### config.mk
export PLATFORM = sky130hd
export DESIGN_NAME = julia_pixel_scanner
export DESIGN_NICKNAME = d
export VERILOG_FILES = /design/src/rtl/julia_pixel_scanner.sv
export SDC_FILE = /design/constraint.sdc
export NUM_CORES = 1
export LEC_CHECK = 0
export ABC_AREA = 1
export CORE_MARGIN = 1.5
export CORE_UTILIZATION = 48
export CTS_BUF_LIST = sky130_fd_sc_hd__clkbuf_2
export DETAILED_ROUTE_END_ITERATION = 10
export PLACE_DENSITY = 0.85
export REMOVE_ABC_BUFFERS = 1
export SLEW_MARGIN = 20
export SYNTH_ARGS = -nofsm -noshare
export SYNTH_HDL_FRONTEND = slang
export SYNTH_SLANG_ARGS = --single-unit
### constraint.sdc
create_clock -name clk -period 5.6 [get_ports clk]
set_clock_uncertainty 0.1 [all_clocks]
set_input_delay 1.4 -clock clk [delete_from_list [all_inputs] [get_ports clk]]
set_output_delay 1.4 -clock clk [all_outputs]
set_load 0.01 [all_outputs]
### src/rtl/julia_pixel_scanner.sv
// Julia pixel scanner: walks a frame in raster order and issues one
// z0/c seed beat per pixel over a valid/ready handshake. z0 is built by
// incremental add/sub at WIDTH bits (wrapping), so no multiplier is needed.
module julia_pixel_scanner #(
    parameter int WIDTH      = 20,
    parameter int FRACTIONAL = 10,
    parameter int INTEGRAL   = 10,
    parameter int X_BITS     = 10,
    parameter int Y_BITS     = 10
) (
    input  logic              clk,
    input  logic              rst,
    input  logic              start,
    input  logic [X_BITS-1:0] frame_width,
    input  logic [Y_BITS-1:0] frame_height,
    input  logic [WIDTH-1:0]  z_real_start,
    input  logic [WIDTH-1:0]  z_imag_start,
    input  logic [WIDTH-1:0]  z_step,
    input  logic [WIDTH-1:0]  c_real_cfg,
    input  logic [WIDTH-1:0]  c_imag_cfg,
    input  logic              out_ready,
    output logic              out_valid,
    output logic [WIDTH-1:0]  z_real_out,
    output logic [WIDTH-1:0]  z_imag_out,
    output logic [WIDTH-1:0]  c_real_out,
    output logic [WIDTH-1:0]  c_imag_out,
    output logic [7:0]        iteration_out,
    output logic [X_BITS-1:0] pixel_x,
    output logic [Y_BITS-1:0] pixel_y,
    output logic              last_pixel,
    output logic              busy,
    output logic              done
);

    // Fixed-point split must account for every bit of the word.
    if (INTEGRAL + FRACTIONAL != WIDTH) begin : g_bad_split
        $error("INTEGRAL + FRACTIONAL must equal WIDTH");
    end

    localparam logic [1:0] S_IDLE = 2'd0;
    localparam logic [1:0] S_EMIT = 2'd1;
    localparam logic [1:0] S_DONE = 2'd2;

    logic [1:0]        state_q, state_d;
    logic [X_BITS-1:0] x_q, x_d, w_q, w_d;
    logic [Y_BITS-1:0] y_q, y_d, h_q, h_d;
    logic [WIDTH-1:0]  zr_q, zr_d, zi_q, zi_d;
    logic [WIDTH-1:0]  zrs_q, zrs_d, step_q, step_d;
    logic [WIDTH-1:0]  cr_q, cr_d, ci_q, ci_d;

    logic x_end, y_end;
    assign x_end = (x_q == w_q - X_BITS'(1));
    assign y_end = (y_q == h_q - Y_BITS'(1));

    // Next-state: config latch on start, raster advance on each accepted beat.
    always_comb begin
        state_d = state_q;
        x_d     = x_q;
        y_d     = y_q;
        w_d     = w_q;
        h_d     = h_q;
        zr_d    = zr_q;
        zi_d    = zi_q;
        zrs_d   = zrs_q;
        step_d  = step_q;
        cr_d    = cr_q;
        ci_d    = ci_q;
        case (state_q)
            S_IDLE: begin
                if (start) begin
                    w_d    = frame_width;
                    h_d    = frame_height;
                    zrs_d  = z_real_start;
                    step_d = z_step;
                    cr_d   = c_real_cfg;
                    ci_d   = c_imag_cfg;
                    x_d    = '0;
                    y_d    = '0;
                    zr_d   = z_real_start;
                    zi_d   = z_imag_start;
                    // Empty frame: report completion without emitting beats.
                    if (frame_width == '0 || frame_height == '0)
                        state_d = S_DONE;
                    else
                        state_d = S_EMIT;
                end
            end
            S_EMIT: begin
                if (out_ready) begin
                    if (!x_end) begin
                        x_d  = x_q + X_BITS'(1);
                        zr_d = zr_q + step_q;
                    end else if (!y_end) begin
                        x_d  = '0;
                        y_d  = y_q + Y_BITS'(1);
                        zr_d = zrs_q;
                        zi_d = zi_q - step_q;
                    end else begin
                        state_d = S_DONE;
                    end
                end
            end
            S_DONE:  state_d = S_IDLE;
            default: state_d = S_IDLE;
        endcase
    end

    // State and datapath registers; reset aborts any scan in flight.
    always_ff @(posedge clk or posedge rst) begin
        if (rst) begin
            state_q <= S_IDLE;
            x_q     <= '0;
            y_q     <= '0;
            w_q     <= '0;
            h_q     <= '0;
            zr_q    <= '0;
            zi_q    <= '0;
            zrs_q   <= '0;
            step_q  <= '0;
            cr_q    <= '0;
            ci_q    <= '0;
        end else begin
            state_q <= state_d;
            x_q     <= x_d;
            y_q     <= y_d;
            w_q     <= w_d;
            h_q     <= h_d;
            zr_q    <= zr_d;
            zi_q    <= zi_d;
            zrs_q   <= zrs_d;
            step_q  <= step_d;
            cr_q    <= cr_d;
            ci_q    <= ci_d;
        end
    end

    assign out_valid     = (state_q == S_EMIT);
    assign done          = (state_q == S_DONE);
    assign busy          = (state_q != S_IDLE);
    assign z_real_out    = zr_q;
    assign z_imag_out    = zi_q;
    assign c_real_out    = cr_q;
    assign c_imag_out    = ci_q;
    assign iteration_out = 8'd0;
    assign pixel_x       = x_q;
    assign pixel_y       = y_q;
    assign last_pixel    = out_valid && x_end && y_end;

endmodule
==> PnR_summary.wiki, run 1 <==
{| class="wikitable"
! Metric !! Value
|-
| Result of the run || complete, no violations
|-
| Clock-pin slew of the registers on the worst-case setup and hold paths || about 0.27 ns
|-
| Peak supply drop || around 0.16 mV
|-
| Via count of the routed design || about 10000
|-
| Setup repair after global routing missed its margin || no
|-
| Number of I/O port buffers || about 230
|-
| Share of final-layout standard cells stronger than drive strength 1 || under 10%
|-
| Count of cell types in the netlist || 41
|-
| Post-CTS sizing || 0
|-
| Final max-slew violation count || 0
|-
| Worst setup path startpoint || w_q[0]$_DFFE_PP0P_
|-
| Static Leakage || roughly 6.7 nW
|-
| Via/cell ratio || around 5.3
|-
| Critical path start-end classification || reg2out
|-
| Postcts setup bufs || 0
|-
| Max Cap Violations || 0
|-
| Gpl congestion || between 0.9 and 1
|-
| First-pass iteration count of the detailed router || 6
|-
| Worst hold path type || reg2reg
|-
| Type of element capturing the critical path || output port
|-
| Wire length reported by the detailed router || 28800 um
|-
| Most common cell after layout, fill and taps aside || sky130_fd_sc_hd__nand2_1
|-
| Post-synthesis cell area || about 11000 um2
|-
| Total of warnings raised by yosys || 0
|-
| Final core utilization || roughly 61%
|-
| Clock Root Buffer || sky130_fd_sc_hd__clkbuf_2
|-
| H-Tree Depth || 4
|-
| Clock latency of the later-clocked register in the worst-skew pair || between 0.7 and 0.8 ns
|-
| Share of flip-flops with an asynchronous set or reset after synthesis || between 90% and 100%
|-
| Die extent in x || between 150 and 200 um
|-
| First-pass GRT wire length || ~47000 um
|-
| Drc violations || 0
|-
| Post-route insts no fill || 1935
|-
| Count of hold buffers inserted by post-cts repair || 0
|-
| Number of antenna violations at the first check in global routing || 3
|-
| Post-Place Cells || 1900
|-
| Seq cells post-synth || around 160
|-
| Dpl cell area || ~13000 um2
|-
| Cell type contributing the most total cell area after synthesis || sky130_fd_sc_hd__dfrtp_1
|-
| Mapped Cells || approximately 1400
|-
| Via count of the first global-routing pass || a little under 10000
|-
| FILL cells || between 1500 and 2000
|-
| Die Footprint || around 23000 um2
|-
| Achievable clock frequency || 208 MHz
|-
| Core region area || between 20000 and 25000 um2
|-
| Vert. Die Dim || around 150 um
|-
| Area of all placed cells without fillers || 13300 um2
|-
| Total number of placement rows || 54
|-
| Total half-perimeter wirelength after legalization and detailed placement || ~22000 um
|-
| Number of buffers inserted during clock tree synthesis || 17
|-
| Total routing usage reported by global routing || roughly 26%
|-
| Final Power || around 0.0049 W
|-
| Primary flip-flop cell chosen by synthesis mapping || sky130_fd_sc_hd__dfrtp_1
|-
| Origin of the critical flop-to-flop path || w_q[0]$_DFFE_PP0P_
|-
| Share of the yosys chip area belonging to registers || 38.4%
|-
| Synth top area share || between 30% and 40%
|-
| Endpoints failing hold || 0
|-
| Worst reg-to-reg setup slack || around 1.8 ns
|-
| Maximum number of pins on one net before global-route repair || 84
|-
| Initial standard-cell utilization of the core || slightly below 50%
|-
| Hold path startpoint || state_q[1]$_DFFE_PP0P_
|-
| Largest cells by area after synthesis || sky130_fd_sc_hd__dfrtp_1, sky130_fd_sc_hd__nand2_1, sky130_fd_sc_hd__mux2_2, sky130_fd_sc_hd__inv_1, sky130_fd_sc_hd__ha_1
|-
| Power Dens Cells || between 300 and 400 nW/um2
|-
| Startpoint class of the critical path || register
|-
| CTS tree || yes
|-
| Area growth from synthesis to layout || 25.6%
|-
| Remaining antenna violation count || 0
|-
| Clock sinks || roughly 160
|-
| Buffers from clock root to sink, at most || 2
|-
| Portion of the clock cycle consumed by the worst path in the final layout || roughly 86%
|-
| Number of DRC markers after the initial detailed-route iteration || 645
|-
| Final-stage net count || roughly 1800
|-
| Transition at the pin with the smallest max-transition slack || 0.825 ns
|-
| Required time worst endpoint || ~4.1 ns
|-
| Endpoints failing setup || 0
|-
| Average wire per cell in the routed design || about 15 um
|-
| Slew Limit Headroom || between 40% and 50%
|-
| GRT overflow || 0
|-
| Average footprint of a synthesized cell || around 7.4 um2
|-
| Worst-path fanout max || 10
|-
| Most frequent cells in the layout || sky130_fd_sc_hd__nand2_1, sky130_fd_sc_hd__clkdlybuf4s50_1, sky130_fd_sc_hd__dfrtp_1
|-
| I/O pins || approximately 240
|-
| Critical Path AT || 3.32 ns
|-
| Crit path time final || 4.82 ns
|-
| Number of flops mapped to enable cells by yosys || 0
|}
path summary, 6_finish.rpt:
check                                        endpoint  cells past startpoint
max                                        last_pixel                     13
min                            state_q[1]$_DFFE_PP0P_                      1
max reg2reg                z_imag_out[15]$_DFFE_PP0P_                     11
min reg2reg                    state_q[1]$_DFFE_PP0P_                      1
max in group asynchronous      step_q[11]$_DFFE_PP0P_                      3
min in group asynchronous  c_real_out[15]$_DFFE_PP0P_                      2
critical path, cell delays in order, from the launching register on:
cell,delay [ns]
sky130_fd_sc_hd__dfrtp_1,0.45
sky130_fd_sc_hd__inv_2,0.15
sky130_fd_sc_hd__ha_1,0.31
sky130_fd_sc_hd__inv_1,0.06
sky130_fd_sc_hd__nand2_1,0.08
sky130_fd_sc_hd__nand2_1,0.06
sky130_fd_sc_hd__nand2_1,0.05
sky130_fd_sc_hd__nand2_1,0.04
sky130_fd_sc_hd__nor2_1,0.14
sky130_fd_sc_hd__nand3_1,0.11
sky130_fd_sc_hd__nor3_1,0.18
sky130_fd_sc_hd__nand3_1,0.18
sky130_fd_sc_hd__nor2_2,0.18
sky130_fd_sc_hd__clkdlybuf4s50_1,0.58
synthesized netlist by cell type (3+ instances only):
library cell	number
sky130_fd_sc_hd__nand2_1	492
sky130_fd_sc_hd__dfrtp_1	162
sky130_fd_sc_hd__inv_1	143
sky130_fd_sc_hd__nor2_1	114
sky130_fd_sc_hd__nand3_1	78
sky130_fd_sc_hd__a21oi_1	75
sky130_fd_sc_hd__mux2_2	62
sky130_fd_sc_hd__ha_1	42
sky130_fd_sc_hd__o21ai_0	41
sky130_fd_sc_hd__nand4_1	37
sky130_fd_sc_hd__o21ai_1	23
sky130_fd_sc_hd__xor2_1	23
sky130_fd_sc_hd__clkbuf_1	21
sky130_fd_sc_hd__nor3_1	15
sky130_fd_sc_hd__buf_2	12
sky130_fd_sc_hd__buf_4	10
sky130_fd_sc_hd__nand3b_1	10
sky130_fd_sc_hd__o21ai_2	8
sky130_fd_sc_hd__or2_2	8
sky130_fd_sc_hd__xnor2_1	8
sky130_fd_sc_hd__nor2_2	7
sky130_fd_sc_hd__buf_1	6
sky130_fd_sc_hd__buf_6	4
sky130_fd_sc_hd__a21o_1	3
sky130_fd_sc_hd__nor2_4	3
sky130_fd_sc_hd__nor4_1	3
sky130_fd_sc_hd__o21bai_1	3
state kept, by name, summed over array words and instances, names as in the netlist:
name and flops:
h_q 10, zrs_q 20, z_imag_out 20, c_real_out 20, pixel_y 10, z_real_out 20
step_q 20, state_q 2, pixel_x 10, c_imag_out 20, w_q 10
report_power, final:
part / internal [W] / switching (W)
logic: 0.00112 / 0.00141
registers: 0.00140 / 0.000244
clock network: 0.000212 / 0.000463
layout make-up:
class / instances / area (um2) / share of cell area (%)
multi-input combinational: 1080 / 5730 / 43.1
sequential: 162 / 4050 / 30.5
timing repair buffer: 233 / 2340 / 17.7
inverter: 145 / 549 / 4.14
tap: 280 / 350 / 2.64
clock inverter: 15 / 156 / 1.18
clock buffer: 17 / 85.1 / 0.641
antenna: 3 / 7.51 / 0.0566
logic make-up after synthesis:
family	after synthesis	share of synthesized area [%]
adder cells (fa/ha/maj)	44	5.35
multiplexers	63	6.70
AND/OR/NAND/NOR	776	31.0
AO/OA/AOI/OAI	157	7.96
other	1	0.0355
buffers and inverters	198	7.82
flip-flops	162	38.4
XOR/XNOR	32	2.72
per-stage QoR:
stage / setup TNS [ns] / hold WS [ns] / setup WS (ns)
final: 0 / 0.419 / 0.782
after global routing: 0 / 0.436 / 0.432
after CTS: 0 / 0.414 / 0.719
after detailed placement: 0 / 0.384 / 1.64
after global placement: 0 / 0.366 / 1.72
after floorplan: -44.81 / 0.355 / -0.277
metal layers:
layer	GRT usage, %	share of wire [%]	vias to the layer above
met3	5.57	6.5	50
met1	33.0	43	4819
met5	0	0	-
li1	-	-	5046
met2	43.0	48	351
met4	9.13	2.6	0
Note: power is estimated with default switching activity, not from simulation.
==> run 2: changes to the inputs <==
Settings changed: SKIP_CTS_REPAIR_TIMING from default to 1.
==> results of run 2 <==
The final DEF is identical to that of run 1; final timing and power are the same.
==> run 3: changes to the inputs <==
Settings changed: HOLD_SLACK_MARGIN from default to 0.06.
Clock period 5.6 ns to 4.2 ns, I/O delays scaled along.
==> PnR_summary.wiki, run 3 (synthesis gave the netlist of run 1 again) <==
{| class="wikitable"
! Metric !! Value
|-
| Most common cell after layout, fill and taps aside || sky130_fd_sc_hd__nand2_1
|-
| Cell family contributing the most delay on the critical path || simple AND/OR/NAND/NOR gates
|-
| GRT overflow || 0
|-
| Critical Path AT || 2.80 ns
|-
| Number of DRC markers after the initial detailed-route iteration || roughly 610
|-
| Critical path start-end classification || reg2out
|-
| Final-stage net count || 1816
|-
| Die Footprint || 22900 um2
|-
| Via count of the routed design || around 10000
|-
| Delay of the slowest critical-path stage || 0.49 ns
|-
| Worst setup slack before clock tree synthesis || 0.573 ns
|-
| Share of final-layout standard cells stronger than drive strength 1 || under 10%
|-
| Achievable clock frequency || about 250 MHz
|-
| Buf/Inv on CP || 2
|-
| Number of antenna violations at the first check in global routing || 1
|-
| Clock sinks || ~160
|-
| First-pass GRT wire length || about 47000 um
|-
| Endpoints failing hold || 0
|-
| Hold path startpoint || state_q[1]$_DFFE_PP0P_
|-
| Portion of the clock cycle consumed by the worst path in the final layout || a little over nine tenths
|-
| Final Power || between 0.006 and 0.007 W
|-
| Endpoints failing setup || 0
|-
| I/O pins || 236
|-
| Critical-path cell list || inv_1 -> ha_1 -> nand3_1 -> nor2_1 -> nand2_1 -> a21oi_1 -> nand3_1 -> nor2_1 -> nand3_2 -> nor2_2 -> dlymetal6s2s_1
|-
| Clock latency of the later-clocked register in the worst-skew pair || approximately 0.8 ns
|-
| Total half-perimeter wirelength after legalization and detailed placement || 22600 um
|-
| Drc violations || 0
|-
| Number of I/O port buffers || 227
|-
| Setup TNS || 0 ns
|-
| Min setup slack post-route || between 0.2 and 0.3 ns
|-
| Initial standard-cell utilization of the core || 48.7%
|-
| Core region area || between 20000 and 25000 um2
|-
| Wire length reported by the detailed router || approximately 30000 um
|-
| Power Dens Cells || between 400 and 500 nW/um2
|-
| Result of the run || complete, no violations
|-
| Number of buffers inserted during clock tree synthesis || 17
|-
| Vert. Die Dim || around 150 um
|-
| Library cell contributing the largest single delay on the critical path || sky130_fd_sc_hd__dfrtp_1
|-
| Clock network fraction of design power || ~14%
|-
| Slew Limit Headroom || 49.4%
|-
| Buffers from clock root to sink, at most || 2
|-
| Transition at the pin with the smallest max-transition slack || approximately 0.76 ns
|-
| Maximum number of pins on one net before global-route repair || 78
|-
| Part of the total power dissipated in sequential elements || approximately 34%
|-
| Most frequent cells in the layout || sky130_fd_sc_hd__nand2_1, sky130_fd_sc_hd__clkdlybuf4s50_1, sky130_fd_sc_hd__dfrtp_1
|-
| Net switching power of the design || 0.00291 W
|-
| Static Leakage || between 6 and 7 nW
|-
| Worst setup path startpoint || h_q[0]$_DFFE_PP0P_
|-
| Internal power summed over all cells || around 0.0036 W
|-
| CTS tree || yes
|-
| Via/cell ratio || 5.27
|-
| Average wire per cell in the routed design || roughly 15 um
|-
| Type of element capturing the critical path || output port
|-
| Clock Root Buffer || sky130_fd_sc_hd__clkbuf_2
|-
| Worst hold path type || reg2reg
|-
| Share of total power in combinational logic || a little over half
|-
| Peak supply drop || 0.267 mV
|-
| Via count of the first global-routing pass || approximately 10000
|-
| Worst-path fanout max || 4
|-
| Required time worst endpoint || between 3 and 4 ns
|-
| Crit path time final || approximately 4 ns
|-
| Total routing usage reported by global routing || 26.2%
|-
| Max Cap Violations || 0
|-
| Gpl congestion || around 0.93
|-
| Total number of placement rows || between 50 and 60
|-
| Setup repair after global routing missed its margin || no
|-
| Area growth from synthesis to layout || 26.4%
|-
| Final-layout worst hold slack || between 0.4 and 0.5 ns
|-
| Die extent in x || ~150 um
|-
| H-Tree Depth || 4
|-
| Origin of the critical flop-to-flop path || w_q[1]$_DFFE_PP0P_
|-
| First-pass iteration count of the detailed router || 5
|-
| Final max-slew violation count || 0
|-
| Startpoint class of the critical path || register
|-
| Clock-pin slew of the registers on the worst-case setup and hold paths || approximately 0.27 ns
|-
| Fraction of power spent switching nets || 44.7%
|-
| Remaining antenna violation count || 0
|}
run 3: changes by cell type in the layout (fill, tap and decap cells not counted), sizes merged:
cell / change
buf: +9
bufinv: -1
clkdlybuf4s50: -1
clkinv: -2
diode: -1
dlymetal6s2s: +1
inv: +3
run 3: layer usage:
layer	global-route usage, %	vias to the layer above	part of all wire (%)
met1	33.0	4764	43
li1	-	5039	-
met3	5.63	55	6.8
met5	0	-	0
met4	8.25	0	2.0
met2	44.8	375	49
run 3: path summary, 6_finish.rpt:
check	to	slack [ns]	cells after the start
min	state_q[1]$_DFFE_PP0P_	0.42	1
max	last_pixel	0.25	11
min in group asynchronous	h_q[1]$_DFFE_PP0P_	0.60	2
max in group asynchronous	step_q[11]$_DFFE_PP0P_	2.62	3
min reg2reg	state_q[1]$_DFFE_PP0P_	0.42	1
max reg2reg	z_imag_out[15]$_DFFE_PP0P_	0.84	11
run 3: layout make-up:
class,count,area (um2)
tap,280,350
multi-input combinational,1080,5740
inverter,145,552
fill,1885,8330
sequential,162,4050
clock inverter,15,145
timing repair buffer,242,2420
clock buffer,17,85.1
antenna,2,5.00
run 3: power by group through the flow:
stage	Combinational, W	Clock (W)	Sequential (W)
floorplan	0.00218	0	0.00223
finish	0.00342	0.000882	0.00220
detailed placement	0.00338	0	0.00223
global route	0.00389	0.000949	0.00225
CTS	0.00340	0.000905	0.00220
global placement	0.00328	0	0.00222
run 3: worst reg2reg max path, delay by kind of cell, from the launching register on:
family / cells / cell delay [ns]
compound gates: 1 / 0.07
xor+xnor: 1 / 0.24
flops: 1 / 0.47
fa+ha+maj: 1 / 0.18
buf+inv: 1 / 0.13
simple gates: 7 / 2.05
run 3: through the flow:
step	cells	instance area [um2]	util [%]
after global routing	1943	13400	61.6
after CTS	1939	13300	61.4
after global placement	1907	13100	60.3
after detailed placement	1907	13100	60.3
after floorplan	1387	10300	-
final	1943	13400	61.6
